===== src/rtl/display_scan_if.sv =====
// display_scan_if: bundles the scan controller's datapath-side and pin-side
// signals.
//   en, value, load, blank_lz : produced by the BCD datapath (master)
//   pending                   : staged value not yet on the display
//   bcd, dec_en               : to the shared bcdtoseg decoder
//   anode                     : active-low digit drives
//   digit, frame              : current digit index, end-of-frame pulse
interface display_scan_if #(
  parameter int DIGITS = 4
);
  logic                  en;
  logic [4*DIGITS-1:0]   value;
  logic                  load;
  logic                  blank_lz;
  logic                  pending;
  logic [3:0]            bcd;
  logic                  dec_en;
  logic [DIGITS-1:0]     anode;
  logic [2:0]            digit;
  logic                  frame;

  modport master (
    output en, value, load, blank_lz,
    input  pending, bcd, dec_en, anode, digit, frame
  );

  modport slave (
    input  en, value, load, blank_lz,
    output pending, bcd, dec_en, anode, digit, frame
  );
endinterface


===== src/rtl/display_scan.sv =====
// display_scan: multiplexed seven-segment scan controller sharing one
// bcdtoseg decoder across DIGITS common-anode digits.
//   clk  : system clock, rising edge
//   rst  : asynchronous active-high reset
//   bus  : display_scan_if slave port (load side and display side)
// The displayed value lives in a shadow register that only changes on a
// frame boundary, so a frame never mixes digits of two different values.
// Each digit visit is GUARD dark cycles followed by DIV lit cycles.
module display_scan #(
  parameter int DIGITS = 4,
  parameter int DIV    = 50000,
  parameter int GUARD  = 500
) (
  input logic           clk,
  input logic           rst,
  display_scan_if.slave bus
);
  localparam int CMAX = (DIV > GUARD) ? DIV : GUARD;
  localparam int CW   = $clog2(CMAX + 1);
  localparam int IW   = $clog2(DIGITS);
  localparam logic [IW-1:0] LAST = IW'(DIGITS - 1);

  typedef enum logic [1:0] {S_OFF, S_GUARD, S_SHOW} state_t;

  state_t              state, state_n;
  logic [IW-1:0]       idx, idx_n;
  logic [CW-1:0]       cnt, cnt_n;
  logic [4*DIGITS-1:0] staging, shadow, shadow_n;
  logic                pending_r;
  logic [3:0]          bcd_r;
  logic                dec_en_r;
  logic [DIGITS-1:0]   anode_r;
  logic [2:0]          digit_r;
  logic                frame_r;
  logic                boundary;
  logic [4*DIGITS-1:0] sel_shift;

  // Digit i>0 is blanked when it and every more significant digit are zero.
  function automatic logic blanked(input logic [IW-1:0] i,
                                   input logic [4*DIGITS-1:0] s,
                                   input logic bl);
    logic z;
    z = 1'b1;
    for (int unsigned k = 0; k < DIGITS; k++)
      if (k >= 32'(i) && s[4*k +: 4] != 4'd0) z = 1'b0;
    return bl && (i != '0) && z;
  endfunction

  assign boundary = (state == S_OFF) ||
                    (state == S_SHOW && idx == LAST && cnt == CW'(DIV - 1));

  always_comb begin
    state_n  = state;
    idx_n    = idx;
    cnt_n    = cnt;
    shadow_n = shadow;
    if (!bus.en) begin
      state_n = S_OFF;
      idx_n   = '0;
      cnt_n   = '0;
    end else begin
      case (state)
        S_OFF: begin
          state_n = S_GUARD;
          idx_n   = '0;
          cnt_n   = '0;
        end
        S_GUARD: begin
          if (cnt == CW'(GUARD - 1)) begin
            state_n = S_SHOW;
            cnt_n   = '0;
          end else begin
            cnt_n = cnt + 1'b1;
          end
        end
        S_SHOW: begin
          if (cnt == CW'(DIV - 1)) begin
            state_n = S_GUARD;
            cnt_n   = '0;
            idx_n   = (idx == LAST) ? '0 : idx + 1'b1;
          end else begin
            cnt_n = cnt + 1'b1;
          end
        end
        default: begin
          state_n = S_OFF;
          idx_n   = '0;
          cnt_n   = '0;
        end
      endcase
    end
    // A load landing on the boundary bypasses staging straight to shadow.
    if (boundary) begin
      if (bus.load)       shadow_n = bus.value;
      else if (pending_r) shadow_n = staging;
    end
    sel_shift = shadow_n >> {idx_n, 2'b00};
  end

  // Outputs are computed from the next state so they are registered yet
  // describe the cycle being entered.
  always_ff @(posedge clk or posedge rst) begin
    if (rst) begin
      state     <= S_OFF;
      idx       <= '0;
      cnt       <= '0;
      staging   <= '0;
      shadow    <= '0;
      pending_r <= 1'b0;
      bcd_r     <= '0;
      dec_en_r  <= 1'b0;
      anode_r   <= '1;
      digit_r   <= '0;
      frame_r   <= 1'b0;
    end else begin
      state  <= state_n;
      idx    <= idx_n;
      cnt    <= cnt_n;
      shadow <= shadow_n;
      if (bus.load) staging <= bus.value;
      if (boundary)      pending_r <= 1'b0;
      else if (bus.load) pending_r <= 1'b1;
      digit_r  <= 3'(idx_n);
      frame_r  <= (state_n == S_SHOW) && (idx_n == LAST) && (cnt_n == CW'(DIV - 1));
      anode_r  <= '1;
      dec_en_r <= 1'b0;
      bcd_r    <= (state_n == S_OFF) ? 4'd0 : sel_shift[3:0];
      if (state_n == S_SHOW) begin
        anode_r  <= ~(DIGITS'(1) << idx_n);
        dec_en_r <= !blanked(idx_n, shadow_n, bus.blank_lz);
      end
    end
  end

  assign bus.pending = pending_r;
  assign bus.bcd     = bcd_r;
  assign bus.dec_en  = dec_en_r;
  assign bus.anode   = anode_r;
  assign bus.digit   = digit_r;
  assign bus.frame   = frame_r;
endmodule


===== src/flat_wrapper.sv =====
// flat-port wrapper written by rule: the top's interface ports become plain ports
module display_scan_flat 
#(
  parameter int DIGITS = 4,
  parameter int DIV    = 50000,
  parameter int GUARD  = 500
)
  (clk, rst, bus_en, bus_value, bus_load, bus_blank_lz, bus_pending, bus_bcd, bus_dec_en, bus_anode, bus_digit, bus_frame);
  display_scan_if #(.DIGITS(DIGITS)) bus_i ();
  input logic clk;
  input logic rst;
  input wire logic [$bits(bus_i.en)-1:0] bus_en;
  input wire logic [$bits(bus_i.value)-1:0] bus_value;
  input wire logic [$bits(bus_i.load)-1:0] bus_load;
  input wire logic [$bits(bus_i.blank_lz)-1:0] bus_blank_lz;
  output wire logic [$bits(bus_i.pending)-1:0] bus_pending;
  output wire logic [$bits(bus_i.bcd)-1:0] bus_bcd;
  output wire logic [$bits(bus_i.dec_en)-1:0] bus_dec_en;
  output wire logic [$bits(bus_i.anode)-1:0] bus_anode;
  output wire logic [$bits(bus_i.digit)-1:0] bus_digit;
  output wire logic [$bits(bus_i.frame)-1:0] bus_frame;
  assign bus_i.en = bus_en;
  assign bus_i.value = bus_value;
  assign bus_i.load = bus_load;
  assign bus_i.blank_lz = bus_blank_lz;
  assign bus_pending = bus_i.pending;
  assign bus_bcd = bus_i.bcd;
  assign bus_dec_en = bus_i.dec_en;
  assign bus_anode = bus_i.anode;
  assign bus_digit = bus_i.digit;
  assign bus_frame = bus_i.frame;
  display_scan #(.DIGITS(DIGITS), .DIV(DIV), .GUARD(GUARD)) u_core (.clk(clk), .rst(rst), .bus(bus_i));
endmodule

===== config.mk =====
export PLATFORM = sky130hd
export DESIGN_NAME = display_scan_flat
export DESIGN_NICKNAME = d
export VERILOG_FILES = /design/src/rtl/display_scan_if.sv /design/src/rtl/display_scan.sv /design/src/flat_wrapper.sv
export SDC_FILE = /design/constraint.sdc
export NUM_CORES = 1
export LEC_CHECK = 0
export ABC_AREA = 0
export CAP_MARGIN = 20
export CORE_ASPECT_RATIO = 0.9
export CORE_UTILIZATION = 56
export DETAILED_ROUTE_END_ITERATION = 10
export PLACE_DENSITY = 0.79
export RECOVER_POWER = 25
export SKIP_CTS_REPAIR_TIMING = 1
export SLEW_MARGIN = 20
export SYNTH_ARGS = -nofsm -noshare
export SYNTH_HDL_FRONTEND = slang
export SYNTH_SLANG_ARGS = --single-unit

===== constraint.sdc =====
create_clock -name clk -period 3.4 [get_ports clk]
set_input_delay 1.02 -clock clk [delete_from_list [all_inputs] [get_ports clk]]
set_output_delay 1.02 -clock clk [all_outputs]
set_load 0.01 [all_outputs]

# Yosys cells after proc, flatten, opt, wreduce, memory -nomap -nowiden
# Cells that the tools add are included.
# classes
n_bitwise,1
mux,25
n_div,0
n_reduce_logical,19
eq_ne,8
shifts,2
n_lt_le_gt_ge,3
multipliers,0
addsub,2
# ops
cell,count
$mux W16,6
$eq A16 B16 Y1 const B,2
$pmux W16 S2,1
$add A16 B1 Y16 const B,1
$eq A16 B9 Y1 const B,1
$reduce_bool A4 Y1,4
$shr A16 B4 Y4,1
$mux W2,6
$logic_and A1 B1 Y1,9
$eq A2 B2 Y1 const B,4
$mux W1,8
$mux W4,2
$pmux W2 S3,1
$ge A1 B2 Y1 const A,2
$logic_not A2 Y1,2
$not A4 Y4,1
$pmux W2 S2,1
$reduce_bool A2 Y1,2
$shl A1 B2 Y4 const A,1
$add A2 B1 Y2 const B,1
$eq A2 B1 Y1 const B,1
$ge A2 B2 Y1 const A,1
$logic_not A1 Y1,1
$logic_or A1 B1 Y1,1
# word_totals
latchBits,0
ramBits,0
mem_count,0
out_inout_bits,14
wordCells,70
ff_bits,63
rom_bits,0

# Logic depth before layout (Yosys ltp)
# depth
word_depth,15
depth_mapped,12
mapped_depth_nobuf,10

# Worst setup path after synthesis
# OpenSTA, ideal clock, no wires.
# synth_path
path_type,input -> register
startpoint,input bus_load
endpoint,"register u_core.dec_en_r, in the netlist u_core.bus.dec_en"
slack_ps,498
arrival_time_ps,2772
required_time_ps,3271
stages,7
n_path_buf,3
cell_sequence,clkbuf_1 > clkbuf_1 > clkbuf_1 > nor2_1 > a32oi_1 > o211ai_1 > o41a_1
# synth_rtl
element,line_no,rtl
from (decl),flat_wrapper.sv:14,input wire logic [$bits(bus_i.load)-1:0] bus_load;
$mux W16,display_scan.sv:94,if (bus.load) shadow_n = bus.value;
$mux W16,display_scan.sv:93,if (boundary) begin
net u_core.shadow_n[15],display_scan.sv:28,"logic [4*DIGITS-1:0] staging, shadow, shadow_n;"
$reduce_bool A4 Y1,display_scan.sv:45,if (k >= 32'(i) && s[4*k +: 4] != 4'd0) z = 1'b0;
$mux W1,display_scan.sv:45,
$mux W1,display_scan.sv:128,if (state_n == S_SHOW) begin
$logic_and A1 B1 Y1,display_scan.sv:46,return bl && (i != '0) && z;
$logic_not A1 Y1,display_scan.sv:130,"dec_en_r <= !blanked(idx_n, shadow_n, bus.blank_lz);"
$mux W1,display_scan.sv:128,
to (signal assigned),display_scan.sv:130,
to (decl),display_scan.sv:31,logic dec_en_r;
# The timed path passes the listed nets, and every way through them passes these cells. The select of a mux whose other input is x is not followed.
# A chain may end at the register's enable or synchronous reset.

# Final worst setup path
# layout_path
startpoint,register u_core.cnt[4]
endpoint,"register u_core.bcd_r[2], in the netlist u_core.bus.bcd[2]"
# layout_via
elab_chain_len,6
# layout_lines
element,line_no,rtl
from (decl),display_scan.sv:27,"logic [CW-1:0] cnt, cnt_n;"
from (signal assigned),display_scan.sv:118,cnt <= cnt_n;
$eq A16 B16 Y1 / $eq A16 B9 Y1 (equally long branches),"display_scan.sv:50, display_scan.sv:77, display_scan.sv:69",
"$mux W2, or another cell as far along",display_scan.sv:77,if (cnt == CW'(DIV - 1)) begin
"$pmux W2 S2, or another cell as far along",display_scan.sv:62,case (state)
$mux W2 / $mux W16 (equally long branches),"display_scan.sv:57, display_scan.sv:93",
$shr A16 B4 Y4 / $logic_not A2 Y1 (equally long branches),"display_scan.sv:97, display_scan.sv:127",
$mux W4 *,display_scan.sv:127,bcd_r <= (state_n == S_OFF) ? 4'd0 : sel_shift[3:0];
to (signal assigned),display_scan.sv:127,
to (decl),display_scan.sv:30,logic [3:0] bcd_r;
# Mark *: on every way between the ends. The rest lies on a longest branch, timed or not.

==> metrics.txt <==
Syn Area/Cell 10.2 µm²; Post-synth EDFFs 0; CTS tree yes; cell chain of the critical path or4bb_1 > or4_4 > o21ai_4 > nor2_1 > a211o_1 > a221o_1 > a21oi_1; Routability Congestion 0.826; maximum VDD drop 381 µV; Critical Path AT 3350 ps; first-pass GRT wire length 12200 µm; chip height 74.6 µm; PwrDens 462 nW/µm²; number of CTS-inserted buffers 9; dpl ws 210 ps; crit share post-route 90.3%; Synthesis Warnings 0; Multi-input gate area 1540 µm²; slowest cell delay on critical path 640 ps; 1st-pass router iterations 5; # diodes 0; clk root buf clkbuf_8; status finished, final reports clean; Post-Synthesis Net Count 350; r2r setup slk 330 ps; final instance area 3890 µm²; WL final 7360 µm; Fmax 0.326 GHz; share of async-settable or async-resettable flops after synthesis 100%; Power Total 1.80 mW; detailed-placement wirelength estimate 5340 µm; average wire per standard cell 16.8 µm; Seq/Total Area, Yosys 48.2%; core area 5660 µm²; # IOs 35; vias per inst 5.94; largest net degree at the start of global routing 31; area grow syn2layout 18.4%; H-tree depth 3; FILL cells 434; register area 1580 µm²; GRT Overall Usage 27.4%; Final ANT Viol Nets 0; Leakage 1.60 nW; hold path cells 1; Reg2Reg Depth 7; CP Capture Type flip-flop; CP delay by family, top simple AND/OR/NAND/NOR gates; CP max FO 15; PnR worst setup slack 328 ps; WP data required 3680 ps; nets 389; Hold WS 504 ps; Clock Pin Slew Worst Setup and Hold Paths 70 ps; Synth area leaders dfrtp_1 (45%), mux2_2 (4.8%), nor2_1 (4.1%), dfstp_2 (3.2%), a21oi_1 (3.0%); Worst-Margin Slew 1170 ps; grt total ovfl 0; worst reg2reg path endpoint u_core.bus.bcd[2]; RSZ-0062 raised after global routing false; Yosys top cell area share 45.0%; Gate Count Post-Synth 323; Placed Area 3680 µm²; share of cells above drive strength 1 15.3%; initial antenna violation count 0; fin crit period 3070 ps; worst hold path type reg -> reg; DIE AREA 6170 µm²; R2R Path Start u_core.cnt[4]; Worst slew margin 21.9%; FF+latch count, synth 63; final setup violation count 0; slowest stage cell, crit path or4_4; Setup CP Type reg -> reg; initial core utilization 58.0%; DRC viols 0; crit path buf inv count 0; Max-Cap Viols 0; Final Slew Violations 0; row count 26; Unique masters post-synth 63; Endpoint, Worst Hold u_core.staging[3]; Max Buffers Root-to-Sink 2; final hold viol count 0; area leader, netlist dfrtp_1; Synth Cell Area 3280 µm²; initial drt markers 287; Worst Setup Start Kind flip-flop; Setup TNS Final 0 ps; Die Width 82.7 µm; top_reg_cell synth dfrtp_1; Worst-Skew Late Latency 360 ps; PortBufs 33; clk sinks 63; clock skew 6.80 ps; min-delay src u_core.staging[3]; vias in the first global route 2488; via count 2597
-- per-stage QoR --
step / std cells / utilization (%)
floorplan: 323 / -
global placement: 421 / 65.0
detailed placement: 421 / 65.0
CTS: 437 / 68.8
global route: 437 / 68.7
finish: 437 / 68.7
-- layout by cell type, fill, tap and decap left out, drive strengths merged, types with 3 or more instances in the layout --
cell and count:
dfrtp 59, and3 3, mux2i 4, nand4 4
clkinv 4, inv 18, nor3 10, nand2b 5
a21oi 20, ha 6, or4 4, xor2 5
nor4 5, a21o 4, clkbuf 10, o221ai 3
nand3 11, clkdlybuf4s50 32, nor2 37, nand2 22
a22oi 5, xnor2 8, nor2b 8, mux2 14
a31oi 3, dfstp 4, and2 5, buf 9
o21ai 11
-- Yosys cell counts, types with 2 or more instances --
cell / instances
nor4_1: 4
xor2_1: 5
nor2b_1: 8
buf_6: 3
a21o_1: 4
xnor2_1: 8
a211oi_1: 2
nand2_1: 21
nand3b_1: 2
nand3_1: 11
or4_4: 2
clkbuf_1: 9
dfstp_2: 4
a21oi_1: 20
a221oi_1: 2
dfrtp_1: 59
o22ai_1: 2
a31oi_1: 3
nor3b_1: 2
nor2_1: 36
nand2b_1: 4
o2111ai_1: 2
and3_1: 3
a221o_1: 2
o21ai_0: 9
or4_1: 2
and2_1: 4
mux2i_1: 4
o221ai_1: 3
inv_1: 17
ha_1: 6
a22oi_1: 4
nor3_1: 10
mux2_2: 14
nand4_1: 4
-- worst max-delay path by stage --
| stage | from | to | slack (ps) | cells after the start |
|---|---|---|---|---|
| floorplan | bus_load | u_core.bus.dec_en | 500 | 7 |
| global placement | bus_load | u_core.bus.dec_en | 330 | 7 |
| detailed placement | bus_load | u_core.bus.dec_en | 210 | 7 |
| CTS | u_core.cnt[4] | u_core.bus.bcd[2] | 320 | 7 |
| global route | u_core.cnt[4] | u_core.bus.bcd[2] | 180 | 7 |
| finish | u_core.cnt[4] | u_core.bus.bcd[2] | 330 | 7 |
-- registers in the layout, summed over array words and instances, names as in the netlist --
| register | count |
|---|---|
| u_core.staging | 16 |
| u_core.bus.digit | 2 |
| u_core.cnt | 16 |
| u_core.state | 2 |
| u_core.bus.dec_en | 1 |
| u_core.bus.frame | 1 |
| u_core.bus.bcd | 4 |
| u_core.bus.pending | 1 |
| u_core.shadow | 16 |
| u_core.bus.anode | 4 |
-- final cells by class --
| cell class | count | area share, % |
|---|---|---|
| clock inverters | 7 | 2.25 |
| repair buffers | 43 | 10.3 |
| inverters | 18 | 1.74 |
| clock buffers | 9 | 3.19 |
| well taps | 70 | 2.25 |
| multi-input cells | 227 | 39.6 |
| flip-flops and latches | 63 | 40.7 |
-- power by group --
group / switching (mW) / internal [mW] / total [mW]
logic: 0.129 / 0.109 / 0.238
registers: 0.0362 / 0.814 / 0.850
clock network: 0.303 / 0.407 / 0.710
total: 0.468 / 1.33 / 1.80
-- cells by family (layout without fill, tap and decap cells) --
logic type	after synthesis	count (layout)	share of synthesized area [%]
AO/OA/AOI/OAI	67	67	15.5
XOR/XNOR	13	13	3.47
adder cells (fa/ha/maj)	6	6	2.29
buffers and inverters	33	77	4.95
flip-flops	63	63	48.2
multiplexers	18	18	6.02
other	1	1	0.114
AND/OR/NAND/NOR	122	122	19.5
-- layer usage --
| layer | vias to the layer above | GRT usage (%) | routed length (µm) |
|---|---|---|---|
| li1 | 1225 | - | - |
| met1 | 1247 | 39.5 | 3330 |
| met2 | 110 | 38.9 | 3270 |
| met3 | 15 | 8.97 | 629 |
| met4 | 0 | 9.58 | 129 |
| met5 | - | 0 | 0 |
Note: power is estimated with default switching activity, not from simulation.
==> patch 1 (same flow settings) <==
`DIGITS` is set to 4 in 3 places; all go to 8.
--- a/src/rtl/display_scan_if.sv
+++ b/src/rtl/display_scan_if.sv
@@ -8,3 +8,3 @@
 interface display_scan_if #(
-  parameter int DIGITS = 4
+  parameter int DIGITS = 8
 );
--- a/src/rtl/display_scan.sv
+++ b/src/rtl/display_scan.sv
@@ -9,3 +9,3 @@
 module display_scan #(
-  parameter int DIGITS = 4,
+  parameter int DIGITS = 8,
   parameter int DIV    = 50000,
--- a/src/flat_wrapper.sv
+++ b/src/flat_wrapper.sv
@@ -3,3 +3,3 @@
 #(
-  parameter int DIGITS = 4,
+  parameter int DIGITS = 8,
   parameter int DIV    = 50000,
Ports: changed (resized bus_anode and bus_value); port bits go from 35 to 55. No check against the original RTL was run, so the function may have changed too.
==> patch 1 against the unedited design <==
- global-route usage decreased by 1.5 points
- wire length increased by 48%
- utilization increased by 2.6 points
- power increased by 44%
- design area increased by 50%
- worst setup slack got worse by 0.036 ns
- synthesized area increased by 46%
- sequential cell count increased by 37
- critical endpoint is now u_core.bus.bcd[1]
- largest power group unchanged
==> patch 1: results (changes against the unedited design) <==
| Metric | Value |
|---|---|
| Share of layout cells above drive strength 1 | `23.0% (was 15.3%)` |
| Vias in the first global route | `3640 (was 2488)` |
| Compound-Gate Fraction of Synth Area | `9.09% (was 15.5%)` |
| Adder-Cell Fraction of Synth Area | `1.82% (was 2.29%)` |
| Arr. time, crit path | `3.36 ns (was 3.35 ns)` |
| Post-DP HPWL | `8000 um (was 5340 um)` |
| Routability congestion estimate | `0.931 (was 0.826)` |
| Switching share of power | `27.2% (was 26.0%)` |
| Actual slew at the worst max-slew pin | `1.33 ns (was 1.17 ns)` |
| Slowest-stage cell, CP | `clkdlybuf4s50_1 (was or4_4)` |
| Met1 Track Usage GR | `36.8% (was 39.5%)` |
| Lkg Pwr | `0.00239 uW (was 0.00160 uW)` |
| Clock skew | `0.0151 ns (was 0.00680 ns)` |
| Setup WS pre-CTS | `-0.0599 ns (was 0.210 ns)` |
| Avg Cell Area, Syn | `11.1 um^2 (was 10.2 um^2)` |
| Post-Synth XOR/XNOR Area | `2.92% (was 3.47%)` |
| Clock Pin Slew Worst Setup and Hold Paths | `0.11 ns (was 0.07 ns)` |
| Status | `finished, final reports clean (unchanged)` |
| Avg Vias per Cell | `5.72 (was 5.94)` |
| Slowest stage delay, CP | `0.51 ns (was 0.64 ns)` |
| Post-Syn Nets | `476 (was 350)` |
| Port-buffer cells | `54 (was 33)` |
| # nets final | `548 (was 389)` |
| VDD IR-drop max | `375 uV (was 381 uV)` |
| Met1 WL | `5000 um (was 3330 um)` |
| Final WL | `10900 um (was 7360 um)` |
| Mux cell area share after synthesis | `14.0% (was 6.02%)` |
| WL/cell | `17.5 um (was 16.8 um)` |
| Met2 usage | `39.0% (was 38.9%)` |
| First-pass GRT wire length | `18000 um (was 12200 um)` |
| P_int | `1880 uW (was 1330 uW)` |
| Met2 Wirelength | `4970 um (was 3270 um)` |
| Top delay family on crit path | `buffers and inverters (was simple AND/OR/NAND/NOR gates)` |
| Area after DPL | `5630 um^2 (was 3680 um^2)` |
| Synth cell types | `60 (was 63)` |
| Met3 WL | `779 um (was 629 um)` |
| Dominant cells by area after synthesis | `dfrtp_1 (48%), mux2_2 (13%), nor2_1 (4.5%), dfstp_2 (4.4%), nor4_1 (2.0%) (was dfrtp_1 (45%), mux2_2 (4.8%), nor2_1 (4.1%), dfstp_2 (3.2%), a21oi_1 (3.0%))` |
[patch 1: area by class of cell]
cell class | instances | area [um^2]
Fill cell | 594 | 2350
Clock inverter | 7 | 90.1
Sequential cell | 100 | 2510
Inverter | 14 | 56.3
Clock buffer | 9 | 124
Multi-Input combinational cell | 298 | 2130
Tap cell | 115 | 144
Timing Repair Buffer | 81 | 781
[patch 1: final timing paths]
check,from,to,slack (ns),depth (start not counted)
min in group asynchronous,rst,u_core.cnt[12],1.61,3
max reg2reg,u_core.cnt[11],u_core.bus.bcd[1],0.45,8
max in group asynchronous,rst,u_core.cnt[15],0.96,3
min,u_core.staging[3],u_core.staging[3],0.50,1
max,bus_load,u_core.bus.bcd[1],0.29,10
min reg2reg,u_core.staging[3],u_core.staging[3],0.50,1
[patch 1: worst reg2reg max path: cells and delay by family, from the launching register on]
| family | cells | cell delay, ns |
|---|---|---|
| buf+inv | 1 | 0.17 |
| flops | 1 | 0.49 |
| mux | 2 | 0.65 |
| simple gates | 2 | 0.94 |
| compound gates | 3 | 0.61 |
==> patch 2 (same flow settings) <==
Made on the original files. Encoding of `state_t`: now one-hot (3 bits for 3 states).
--- a/src/rtl/display_scan.sv
+++ b/src/rtl/display_scan.sv
@@ -22,3 +22,3 @@
 
-  typedef enum logic [1:0] {S_OFF, S_GUARD, S_SHOW} state_t;
+  typedef enum logic [2:0] {S_OFF = 3'b001, S_GUARD = 3'b010, S_SHOW = 3'b100} state_t;
 
Check against the original RTL: same outputs for any inputs over 10 cycles, from zero or initial values and one cycle with rst high; not proved beyond that.
==> patch 2 against the unedited design <==
- first-iteration DRC count shrank 42%
- die area shrank 0.96%
- sequential share of layout area grew 1.2 points
- design area shrank 1.3%
- via count shrank 3.2%
- wire length shrank 7.3%
- utilization grew 2.3 points
- worst setup slack gained 0.12 ns
- sequential cell count grew 1
- synthesized area shrank 0.99%
Power is not compared: it rests on default switching activity, and its combinational part moved more than twofold at a synthesized area within 25%.
==> patch 2: results (changes against the unedited design) <==
| Metric | Value |
|---|---|
| Actual slew at the worst max-slew pin | `0.975 ns (was 1.17 ns)` |
| Vias in the first global route | `2358 (was 2488)` |
| Slowest-stage cell, CP | `o21ai_2 (was or4_4)` |
| Synth cell types | `58 (was 63)` |
| Syn Inst Count | `318 (was 323)` |
| DR iter-0 viols | `167 (was 287)` |
| Register area share after synthesis | `49.5% (was 48.2%)` |
| ClkCell Share | `5.18% (was 5.44%)` |
| Sequential cell area share | `41.9% (was 40.7%)` |
| Adder-Cell Fraction of Synth Area | `0.770% (was 2.29%)` |
| Met2 Wirelength | `3060 um (was 3270 um)` |
| Largest net degree at the start of global routing | `39 (was 31)` |
| Die Wd | `82.3 um (was 82.7 um)` |
| Status | `finished, final reports clean (unchanged)` |
| Multi-input gate share of total cell area | `38.6% (was 39.6%)` |
| Clock skew | `0.0100 ns (was 0.00680 ns)` |
| Post-Synth XOR/XNOR Area | `3.50% (was 3.47%)` |
| WL/cell | `16.0 um (was 16.8 um)` |
| FF-to-FF Start | `u_core.cnt[0] (was u_core.cnt[4])` |
| Routability congestion estimate | `0.876 (was 0.826)` |
| GRT met3 Usage | `8.47% (was 8.97%)` |
| Area after DPL | `3660 um^2 (was 3680 um^2)` |
| Slowest stage delay, CP | `0.59 ns (was 0.64 ns)` |
| Area grow syn2layout | `18.1% (was 18.4%)` |
| Arr. time, crit path | `3.23 ns (was 3.35 ns)` |
| Clock buf count | `13 (was 9)` |
| Total power | `2270 uW` |
| Mux cell area share after synthesis | `7.74% (was 6.02%)` |
| CP Max Fanout | `17 (was 15)` |
| Met1 Track Usage GR | `36.5% (was 39.5%)` |
patch 2: kinds of logic (layout without fill, tap and decap cells):
group                      Yosys count  in the layout
buffers and inverters               34             76
AOI/OAI and AO/OA                   57             57
DFF                                 64             64
xor gates and xnor gates            13             13
other                                1              1
and+or+nand+nor                    125            125
adders and majority gates            2              2
muxes                               22             22
patch 2: worst min-delay path by stage:
| stage | start | endpoint | cells after the start | slack [ns] |
|---|---|---|---|---|
| 3_5_place_dp | u_core.staging[8] | u_core.staging[8] | 1 | 0.50 |
| 5_1_grt | u_core.cnt[0] | u_core.cnt[0] | 1 | 0.54 |
| 2_1_floorplan | u_core.cnt[0] | u_core.cnt[0] | 1 | 0.48 |
| 4_1_cts | u_core.staging[3] | u_core.staging[3] | 1 | 0.52 |
| 6_report | u_core.cnt[0] | u_core.cnt[0] | 1 | 0.52 |
| 3_3_place_gp | u_core.staging[3] | u_core.staging[3] | 1 | 0.50 |
